**src/rtl/rs_simple.sv**
```systemverilog
// Two-entry reservation station for the simple integer FU: holds dispatched ops, wakes operands
// from the CDB by ROB tag, and frees entries on issue. RS_SIMPLE_PERF_EN adds perf counters.
module rs_simple #(
    parameter int unsigned ENTRY_W = 114,
    parameter int unsigned TAG_W   = 4,
    parameter int unsigned DATA_W  = 32
) (
    input  logic               clk,
    input  logic               rst,
    input  logic               flush,
    input  logic               dispatch_valid,
    input  logic [ENTRY_W-1:0] dispatch_inst,
    input  logic [TAG_W-1:0]   dispatch_rob_num,
    output logic               dispatch_ready,
    input  logic               cdb_valid,
    input  logic [TAG_W-1:0]   cdb_tag,
    input  logic [DATA_W-1:0]  cdb_data,
    output logic [ENTRY_W-1:0] rs_simple_0,
    output logic [ENTRY_W-1:0] rs_simple_1,
    output logic [TAG_W-1:0]   rs_simple_0_entry_num,
    output logic [TAG_W-1:0]   rs_simple_1_entry_num,
    output logic               selector,
`ifdef RS_SIMPLE_PERF_EN
    output logic [31:0]        perf_issue_cnt,
    output logic [31:0]        perf_full_cnt,
`endif
    input  logic               simple_0_issue,
    input  logic               simple_1_issue
);

    localparam int unsigned S1_V   = 5;
    localparam int unsigned S1_LSB = S1_V + 1;
    localparam int unsigned S2_V   = S1_LSB + DATA_W;
    localparam int unsigned S2_LSB = S2_V + 1;

    logic [1:0]                busy_q, busy_d;
    logic [1:0][ENTRY_W-1:0]   payload_q, payload_d;
    logic [1:0][TAG_W-1:0]     rob_q, rob_d;
    logic                      sel_q, sel_d;
    logic [1:0]                issue;
    logic [1:0]                freed;
    logic                      ready;
    logic                      accept;
    logic                      target;

    // Replace any pending source whose tag matches a valid broadcast with the broadcast value.
    function automatic logic [ENTRY_W-1:0] wake(input logic [ENTRY_W-1:0] e,
                                                input logic               v,
                                                input logic [TAG_W-1:0]   tag,
                                                input logic [DATA_W-1:0]  data);
        logic [ENTRY_W-1:0] r;
        r = e;
        if (v) begin
            if (!e[S1_V] && (e[S1_LSB +: TAG_W] == tag)) begin
                r[S1_LSB +: DATA_W] = data;
                r[S1_V]             = 1'b1;
            end
            if (!e[S2_V] && (e[S2_LSB +: TAG_W] == tag)) begin
                r[S2_LSB +: DATA_W] = data;
                r[S2_V]             = 1'b1;
            end
        end
        return r;
    endfunction

    // Empty entries must never look ready to the FU.
    function automatic logic [ENTRY_W-1:0] present(input logic [ENTRY_W-1:0] e,
                                                   input logic               b);
        logic [ENTRY_W-1:0] r;
        r = e;
        if (!b) begin
            r[S1_V] = 1'b0;
            r[S2_V] = 1'b0;
        end
        return r;
    endfunction

    assign issue  = {simple_1_issue, simple_0_issue};
    assign freed  = issue & busy_q;
    assign ready  = ~(busy_q[0] & busy_q[1]);
    assign accept = dispatch_valid & ready;
    assign target = busy_q[0];

    always_comb begin
        busy_d    = busy_q;
        payload_d = payload_q;
        rob_d     = rob_q;
        sel_d     = sel_q;
        for (int i = 0; i < 2; i++) begin
            if (busy_q[i]) begin
                payload_d[i] = wake(payload_q[i], cdb_valid, cdb_tag, cdb_data);
            end
            if (freed[i]) begin
                busy_d[i] = 1'b0;
            end
        end
        // Target comes from registered occupancy, so a slot freed this cycle is not reused.
        if (accept) begin
            busy_d[target]    = 1'b1;
            payload_d[target] = wake(dispatch_inst, cdb_valid, cdb_tag, cdb_data);
            rob_d[target]     = dispatch_rob_num;
            sel_d             = target;
        end
    end

    always_ff @(posedge clk) begin
        if (rst || flush) begin
            busy_q    <= '0;
            payload_q <= '0;
            rob_q     <= '0;
            sel_q     <= 1'b0;
        end else begin
            busy_q    <= busy_d;
            payload_q <= payload_d;
            rob_q     <= rob_d;
            sel_q     <= sel_d;
        end
    end

    always_comb begin
        dispatch_ready        = ready;
        rs_simple_0           = present(payload_q[0], busy_q[0]);
        rs_simple_1           = present(payload_q[1], busy_q[1]);
        rs_simple_0_entry_num = rob_q[0];
        rs_simple_1_entry_num = rob_q[1];
        selector              = sel_q;
    end

`ifdef RS_SIMPLE_PERF_EN
    logic [31:0] issue_cnt_q;
    logic [31:0] full_cnt_q;

    // Counters survive flush; only rst clears them.
    always_ff @(posedge clk) begin
        if (rst) begin
            issue_cnt_q <= '0;
            full_cnt_q  <= '0;
        end else begin
            if (!flush) begin
                issue_cnt_q <= issue_cnt_q + {31'b0, freed[0]} + {31'b0, freed[1]};
            end
            if (dispatch_valid && !ready) begin
                full_cnt_q <= full_cnt_q + 32'd1;
            end
        end
    end

    assign perf_issue_cnt = issue_cnt_q;
    assign perf_full_cnt  = full_cnt_q;
`endif

endmodule

```
**config.mk**
```make
export PLATFORM = sky130hd
export DESIGN_NAME = rs_simple
export DESIGN_NICKNAME = d
export VERILOG_FILES = /design/src/rtl/rs_simple.sv
export SDC_FILE = /design/constraint.sdc
export NUM_CORES = 1
export LEC_CHECK = 0
export CORE_UTILIZATION = 30
export CTS_BUF_LIST = sky130_fd_sc_hd__clkbuf_8
export DETAILED_ROUTE_END_ITERATION = 7
export SLEW_MARGIN = 20
export SYNTH_ARGS = -nofsm -noshare
export SYNTH_HDL_FRONTEND = slang
export SYNTH_SLANG_ARGS = --single-unit
```
**constraint.sdc**
```tcl
create_clock -name clk -period 1.9 [get_ports clk]
set_input_delay 0.38 -clock clk [delete_from_list [all_inputs] [get_ports clk]]
set_output_delay 0.38 -clock clk [all_outputs]
set_load 0.03 [all_outputs]
```
==> results.sh <==
export IMPL_path_clk_slew_ps=60
export IMPL_fp_row_count=70
export IMPL_synth_area_leaders="dfxtp_1, buf_4, nand2_1"
export IMPL_max_freq_mhz=537.2
export IMPL_finalHoldViolations=0
export IMPL_gp_congestion=0.8392
export IMPL_crit_path_max_incr_delay_ps=320
export IMPL_clockRootBuffer="clkbuf_8"
export IMPL_synthFlopType="dfxtp_1"
export IMPL_p_int_mw=9.214
export IMPL_power_density_mw_per_mm2=794.8
export IMPL_netlist_area_sq_mm=0.01129
export IMPL_topRoutingLayerUsed="met5"
export IMPL_hpwl_um=28940
export IMPL_clock_latency_ps=560
export IMPL_io_buffer_count=398
export IMPL_drtPass1Iterations=6
export IMPL_dp_cells=1968
export IMPL_fillers=3725
export IMPL_critPathLaunchType="input pin"
export IMPL_postCtsHoldBufs=0
export IMPL_final_cell_count_no_fill=2053
export IMPL_worstMarginPinSlew_ps=547.1
export IMPL_swShare=0.2599
export IMPL_cp_top_family="buffers and inverters"
export IMPL_grt_pass1_wl_um=61410
export IMPL_fin_crit_sh=0.9798
export IMPL_drt_iter0_drc=537
export IMPL_numCtsBuffers=44
export IMPL_grt_util_all_layers=0.2068
export IMPL_drt_total_wl_um=40810
export IMPL_setup_ws_ps=38.43
export IMPL_grt_max_degree=99
export IMPL_dr_wl_met3_um=3926
export IMPL_vdd_drop_max_uv=510.7
export IMPL_drt_vias_per_instance=5.008
export IMPL_cts_buffer_depth=3
export IMPL_maxSlewViolCount=0
export IMPL_cp_common_cell="buf_4"
export IMPL_clkPwrFrac=0.449
export IMPL_leakage_nw=6.814
export IMPL_nets=1709
export IMPL_vias=10280
export IMPL_path_max_fanout=15
export IMPL_wire_per_inst_um=19.88
export IMPL_p_switching_mw=3.235
export IMPL_synth_nets=1491
export IMPL_crit_path_end_kind="flop"
export IMPL_fin_crit_ps=1862
export IMPL_grt_antenna_before_repair=4
export IMPL_hold_class="input pin to flop"
export IMPL_wl_met2_um=19590
export IMPL_crit_required_ps=2400
export IMPL_grt_ovfl_total=0
export IMPL_path_class="input pin to flop"
export IMPL_clock_sinks=239
export IMPL_cts_tree="built"
export IMPL_first_global_vias=10360
export IMPL_critPathArrivalTime_ps=2360
export IMPL_maxCapViolations=0
export IMPL_hold_ws_ps=402.9
export IMPL_core_area_sq_mm=0.03679
export IMPL_area_delta_synth_final_pct=38.78
export IMPL_fp_dieW_um=196.0
export IMPL_drive_above_1_share=0.1328
export IMPL_start_util=0.3068
export IMPL_synth_top_area_share=0.4239
export IMPL_dieArea_sq_mm=0.03840
export IMPL_slowest_stage="dlygate4sd2_1"
export IMPL_skew_ps=24.01
export IMPL_synth_seq_area_share=0.4239
export IMPL_pwr_share_comb=0.133
export IMPL_ys_warn_count=0
export IMPL_yosys_area_top_type="dfxtp_1"
export IMPL_async_flop_share=0
export IMPL_met1Wirelength_um=16100
export IMPL_synth_edf_count=0
export IMPL_die_y_um=196.0
export IMPL_relSlewSlack=0.6352
export IMPL_antenna_left=0
export IMPL_ys_types=45
export IMPL_status="finished clean"
export IMPL_ys_top_cells_by_count="nand2_1, dfxtp_1, buf_4"
export IMPL_drc=0
export IMPL_syn_avg_cell_area_sq_um=8.486
export IMPL_setup_viol=0
export IMPL_synthCells=1330
export IMPL_critPathBufInv=4
export IMPL_seqPwrFrac=0.417
export IMPL_yosysMostFrequentCell="nand2_1"
export IMPL_cts_htree_levels=2
export IMPL_ys_ff_latch=239
export IMPL_ioPinCount=399
export IMPL_path_cells="dlygate4sd2_1 > buf_4 > buf_4 > xnor2_1 > nand3_2 > o21ai_4 > buf_12 > o221ai_1 > o21ba_1"
export IMPL_dp_slack_ps=-640.2
==> power groups by stage <==
stage          registers [mW]  clock network, mW  logic (mW)
5_1_grt                  5.21               6.00        1.76
2_1_floorplan            5.29                  0       0.854
4_1_cts                  5.20               5.77        1.66
6_report                 5.20               5.59        1.66
3_5_place_dp             5.31                  0        1.72
3_3_place_gp             5.30                  0        1.70
==> cell usage in the layout (no fill, tap or decap), types with 5 or more instances in the layout <==
cell type,netlist,layout
a21oi_1,178,176
a22oi_1,63,62
buf_12,0,28
buf_4,227,73
bufinv_16,0,6
clkbuf_8,0,53
clkdlybuf4s50_1,0,157
dfxtp_1,239,239
dlygate4sd2_1,0,234
inv_1,0,15
nand2_1,248,248
nand3_1,6,5
nor2_1,11,9
nor3_1,6,5
o21ai_0,95,95
o21ba_1,14,14
o21ba_2,16,16
o221a_1,30,30
o221ai_1,30,30
xnor2_1,19,17
==> timing repair <==
| item | 4_1_cts | 5_1_grt |
|---|---|---|
| gates resized for setup | 245 | 8 |
| pin swaps | 1 | 3 |
| cloned | 1 | 0 |
| endpoints found under the setup margin | 283 | 37 |
| setup buffers | 0 | 1 |
==> worst min-delay path, cell delays in order <==
cell	delay, ps
clkdlybuf4s50_1	420
nand2_1	60
a21oi_1	50
==> state kept, by name, indices dropped and copies added, names as in the netlist <==
register               count
payload_q                  4
rs_simple_0              112
rs_simple_1              112
rs_simple_1_entry_num      4
selector                   1
busy_q                     2
rs_simple_0_entry_num      4
==> routing by layer <==
layer | vias to the layer above | GRT usage
met4 | 2 | 0.07060
li1 | 4845 | -
met2 | 476 | 0.3572
met3 | 77 | 0.07134
met5 | - | 0
met1 | 4882 | 0.2367
==> through the flow <==
stage	cell area, sq um	setup TNS [ps]	util	total power [mW]
final	15660	0	0.4258	12.45
after global routing	15660	-43.64	0.4256	12.97
after CTS	15610	-1.976	0.4242	12.62
after detailed placement	14850	-79000	0.4038	7.026
after global placement	14850	-74430	0.4038	7.007
after floorplan	11290	0	-	6.147
==> path summary, 6_finish.rpt <==
check                                  startpoint         endpoint  slack [ps]  cells after the start
worst min-delay path            dispatch_inst[79]  rs_simple_1[79]         400                      3
worst min register to register     rs_simple_0[4]   rs_simple_0[4]         450                      2
worst max-delay path                   cdb_tag[3]  rs_simple_1[26]          40                      9
worst max register to register    rs_simple_1[39]  rs_simple_1[47]         130                      6
==> cell type report <==
cell class                 count  area, sq um  area share
timing repair buffer         498         4812      0.3072
multi-input combinational    765         4474      0.2857
sequential                   239         4785      0.3055
clock buffer                  53        729.5     0.04657
tap                          468        585.6     0.03739
antenna                        4        10.01   0.0006391
clock inverter                26        266.5     0.01702
==> cells by family after synthesis <==
| kind of cell | Yosys count | share of synthesized area |
|---|---|---|
| multiplexers | 2 | 0.001885 |
| buffers and inverters | 326 | 0.1907 |
| AND/OR/NAND/NOR | 293 | 0.1075 |
| XOR/XNOR | 24 | 0.01863 |
| AO/OA/AOI/OAI | 446 | 0.2573 |
| flip-flops | 239 | 0.4239 |
No activity file was read; power rests on OpenSTA's default activity.
